`src/rtl/mux_sel_arbiter.sv`:
```
// mux_sel_arbiter: registered round-robin arbiter that drives the one-hot select lines of the A/B/C/D priority mux
module mux_sel_arbiter #(
  parameter int unsigned MAX_HOLD = 8,
  parameter int unsigned CNT_W = 8
) (
  input  logic       clk,
  input  logic       rst,
  input  logic [3:0] req,
  output logic [3:0] gnt,
  output logic [1:0] idx,
  output logic       valid,
  output logic       s1,
  output logic       s2,
  output logic       s3
);
  typedef enum logic {IDLE, GRANT} state_t;
  state_t state_q, state_d;
  logic [3:0] gnt_q, gnt_d;
  logic [1:0] idx_q, idx_d, ptr_q, ptr_d, base, j, win;
  logic [CNT_W-1:0] cnt_q, cnt_d;
  logic found, others, expired;
  // In GRANT the search starts after the owner; the owner itself is visited last
  always_comb begin
    base = state_q == GRANT ? idx_q : ptr_q;
    found = 1'b0;
    win = 2'd0;
    j = 2'd0;
    for (int i = 1; i <= 4; i++) begin
      j = base + 2'(i);
      if (!found && req[j]) begin
        found = 1'b1;
        win = j;
      end
    end
  end
  assign others = |(req & ~gnt_q);
  assign expired = MAX_HOLD != 0 && cnt_q >= CNT_W'(MAX_HOLD);
  always_comb begin
    state_d = state_q;
    gnt_d = gnt_q;
    idx_d = idx_q;
    ptr_d = ptr_q;
    cnt_d = cnt_q;
    if (state_q == IDLE || !req[idx_q] || (expired && others)) begin
      if (state_q == GRANT) ptr_d = idx_q;
      state_d = found ? GRANT : IDLE;
      gnt_d = found ? 4'b0001 << win : 4'b0000;
      idx_d = win;
      cnt_d = found ? CNT_W'(1) : '0;
    end else if (MAX_HOLD != 0 && !expired) begin
      cnt_d = cnt_q + 1'b1;
    end
  end
  always_ff @(posedge clk) begin
    if (rst) begin
      state_q <= IDLE;
      gnt_q <= 4'b0000;
      idx_q <= 2'd0;
      ptr_q <= 2'd3;
      cnt_q <= '0;
    end else begin
      state_q <= state_d;
      gnt_q <= gnt_d;
      idx_q <= idx_d;
      ptr_q <= ptr_d;
      cnt_q <= cnt_d;
    end
  end
  assign gnt = gnt_q;
  assign idx = idx_q;
  assign valid = |gnt_q;
  assign s1 = gnt_q[1];
  assign s2 = gnt_q[2];
  assign s3 = gnt_q[3];
endmodule

```
`config.mk`:
```
export PLATFORM = sky130hd
export DESIGN_NAME = mux_sel_arbiter
export DESIGN_NICKNAME = d
export VERILOG_FILES = /design/src/rtl/mux_sel_arbiter.sv
export SDC_FILE = /design/constraint.sdc
export NUM_CORES = 1
export LEC_CHECK = 0
export BUFFER_PORTS_ARGS = -buffer_cell sky130_fd_sc_hd__buf_2
export CAP_MARGIN = 20
export CORE_MARGIN = 2
export CORE_UTILIZATION = 54
export DETAILED_ROUTE_END_ITERATION = 8
export PLACE_DENSITY_LB_ADDON = 0.1
export SKIP_CTS_REPAIR_TIMING = 1
export SKIP_LAST_GASP = 1
export SYNTH_ARGS = -nofsm -noshare
export SYNTH_HDL_FRONTEND = slang
export SYNTH_SLANG_ARGS = --single-unit
```
`constraint.sdc`:
```
create_clock -name clk -period 5.1 [get_ports clk]
set_clock_uncertainty 0.15 [all_clocks]
set_input_delay 0.51 -clock clk [delete_from_list [all_inputs] [get_ports clk]]
set_output_delay 0.51 -clock clk [all_outputs]
set_load 0.01 [all_outputs]
```
After elaboration in Yosys (flattened, before gate mapping)
Cells that the tools add are included.

Bits in registers: 17. Output and inout bits: 10.

Add/sub/neg operators: 4. Magnitude comparators: 6. Equality and inequality tests: 1. Shift operators: 1. Mux-type cells: 24. Bitwise gates (word level): 3. Reductions and logical operators: 12.

Operators with widths (number): 8-bit two-way mux (2); 2-bit by 3-bit < comparator with 1-bit output (second input constant) (5); 1-bit two-way mux (11); 1-bit binary-select mux with 2-bit select (5); 2-bit two-way mux (5); 8-bit by 1-bit adder with 8-bit output (second input constant) (1); 8-bit by 4-bit >= comparator with 1-bit output (second input constant) (1); 4-bit OR reduction (2); 2-bit adder (second input constant) (2); 4-bit bitwise AND (1); 1-bit logical AND (4); 1-bit logical NOT (4); 4-bit two-way mux (1); 4-bit NOT (1); 1-bit by 2-bit left shift with 4-bit output (first input constant) (1); 2-bit by 1-bit adder with 2-bit output (second input constant) (1); 1-bit logical OR (2); 2-bit by 1-bit != test with 1-bit output (second input constant) (1); 1-bit NOT (1).

Depth between registers and ports, before layout
Word-level depth: 16. Depth in mapped cells: 6.

Worst setup path before layout
Ideal clock, no wire load.

Path kind: in2reg. Start point: input req[0]. End point: register ptr_q[0]. Setup time: 0.114 ns. Data arrival time: 1.593 ns. Setup slack: 3.243 ns. Stages: 5. Path buffers: 0. Cell sequence: nor2b_1 a2111oi_0 o211ai_2 or2_0 a21o_1.

Word-level cells in the longest chain between the ends: 5. Elaborated cells between the ends (all ways): 8. Classes of those cells: mux (2); bitwise (1); reduce/logical (5).

Ends and longest elaborated chain: from (decl) (line 8) `input logic [3:0] req,`; 1-bit binary-select mux with 2-bit select (line 44) `if (state_q == IDLE || !req[idx_q] || (expired && others)) begin`; 1-bit two-way mux (implied by the code) (line 44); 1-bit logical NOT (line 44); 1-bit logical OR (line 44); 1-bit logical OR * (line 44); to (signal assigned) (line 65) `ptr_q <= ptr_d;`; to (decl) (line 19) `logic [1:0] idx_q, idx_d, ptr_q, ptr_d, base, j, win;`.

Mark *: on every way between the ends. The rest lies on a longest branch, timed or not. The select of a mux whose other input is x is not followed. A chain may end at the register's enable or synchronous reset.

Final worst setup path
Same ends and word-level chain as after synthesis.

==> results.ini <==
[run_status]
status = completed

[finish]
antenna_cells = 0
fin_util = 0.638
nets = 115
layout-drive-gt1-share = 0.236
syn_to_final_growth_pct = 9.56

[yosys]
yosysTopAreaCell = dfxtp_1
synth_area_um2 = 877
synth_nets = 100
synth_flop_cell = dfxtp_1
netlist_instances = 92
ys_seq_area_frac = 0.388
synth.area.top_cells = dfxtp_1, mux2i_1, nor2_1
synth-edff-count = 0
async_flop_share = 0
ys_types = 37
synth.avg_cell_area_um2 = 9.53
ys_ff_latch = 17
yosys.area.top_type_share = 0.388
yosys_warnings = 0

[clock_tree]
clkTransAtPathRegs_ns = 0.09
cts-root-buf = clkbuf_4
cts.sinks = 17
cts_tree = yes
htree_levels = 1
clockBufferDepth = 2
cts_made_buffers = 3
clock_latency_ns = 0.28

[grt]
grt_pass1_wl_mm = 2.65
grt_overflow = 0
busiest_layer = met2
use_met3 = 0.0367
antenna_found_initial = 0
first_global_vias = 609
track_usage = 0.183
globalRouteMet1Util = 0.242
grt_util_met2 = 0.291
grt_max_degree = 15

[sta]
max_freq_mhz = 489
finalSetupTns_ns = 0
min_period_ns = 2.05
rsz0062_at_grt = no
tightest_slew_ns = 0.680
final-setup-viol-count = 0
final_hold_viol_count = 0
fin_crit_sh = 0.401
slew_headroom = 0.545
final-max-slew-violation-count = 0

[power]
power.total_uw = 294
p_per_area_mw_per_mm2 = 305
p_leak_uw = 0.000439
peakVddDrop_uv = 240

[routing]
wire_per_inst_um = 13.1
viasPerCell = 5.58
vias = 681
totalWireLength_mm = 1.60
drt_iter0_markers = 17
ant_nets = 0
firstDrtPassIters = 4
drc = 0

[floorplan]
design.core.area_mm2 = 0.00151
io_pins = 16
rows = 14
start_util = 0.582
die_h_um = 44.3
die_area_mm2 = 0.00196
die_w_um = 44.3

[critical_path]
crit_path_end_kind = flop
path_cells = buf_2 > nor2b_1 > a2111oi_0 > o211ai_2 > or2_0 > a21o_1
criticalPathCategory = input port to flop
worst_ep_arrival_time_ns = 2.08
cpMaxStageDelayCell = a2111oi_0
slowest_delay_ns = 0.49
cp_max_fo = 14
startpoint_type = input port
crit_required_ns = 5.13

[job]
max_cap_viol_count = 0

[hold_path]
hp-class = flop to flop

[place]
gp_congestion = 0.774
hpwlAfterDp_mm = 1.24
port_buffers = 15

## worst paths after layout
check,start,to,slack [ns],cells after the start
setup reg to reg,cnt_q[4],ptr_q[0],3.05,5
hold / removal,cnt_q[6],cnt_q[6],0.32,1
hold reg to reg,cnt_q[6],cnt_q[6],0.32,1
setup / recovery,req[0],ptr_q[0],3.05,6
## per-stage QoR
step	cell area, um^2	std cells	hold slack (ns)	setup WS, ns
floorplan	877	92	0.281	3.24
global placement	935	118	0.296	2.84
detailed placement	935	118	0.298	2.78
CTS	961	122	0.324	3.05
global route	961	122	0.347	2.94
finish	961	122	0.323	3.05
## cells in the mapped netlist (2+ instances only)
| master | number |
|---|---|
| ha_1 | 2 |
| nor2b_1 | 4 |
| o32ai_1 | 4 |
| nand2_1 | 4 |
| nand2b_1 | 4 |
| buf_4 | 3 |
| nor2_1 | 10 |
| and2_1 | 4 |
| a21oi_1 | 2 |
| mux2i_1 | 5 |
| inv_1 | 8 |
| dfxtp_1 | 17 |
## flip-flops by register name, indices dropped and copies added (netlist names)
name,flops
idx,2
gnt,4
ptr_q,2
cnt_q,8
state_q,1
## layout make-up
class	instances	area (um^2)
clock buffer	4	26.3
fill	132	546
inverter	8	30.0
multi-input combinational	62	469
sequential	17	340
tap	16	20.0
timing repair buffer	15	75.1
## cell families after synthesis
logic type                 share of synthesized area
AOI/OAI and AO/OA                              0.150
xor gates and xnor gates                      0.0200
adders and majority gates                     0.0285
buffers and inverters                         0.0770
DFF                                            0.388
muxes                                         0.0956
and+or+nand+nor                                0.241
## placed cells by master (no fill, tap or decap), types with 4 or more instances in the layout
master / count
dfxtp_1: 17
o32ai_1: 4
nand2b_1: 4
nand2_1: 4
nor2_1: 10
mux2i_1: 5
and2_1: 4
inv_1: 8
buf_2: 15
nor2b_1: 4
## layer usage
layer | vias to the layer above | share of wire
li1 | 345 | -
met1 | 323 | 0.46
met2 | 11 | 0.50
met3 | 2 | 0.033
met4 | 0 | 0.0081
met5 | - | 0
## critical path: cells and delay by family
| family | cells | cell delay, ns |
|---|---|---|
| buffers and inverters | 1 | 0.12 |
| AND/OR/NAND/NOR | 2 | 0.43 |
| AO/OA/AOI/OAI | 3 | 1.01 |
## where the power goes
part           leakage [uW]  switching [uW]  internal [uW]  total, uW
combinational      0.000285            38.6           32.9       71.5
sequential         0.000139            10.5            142        153
clock             0.0000150            38.8           30.3       69.2
total              0.000439            88.0            206        294
Power figures use the tool's default switching activity.
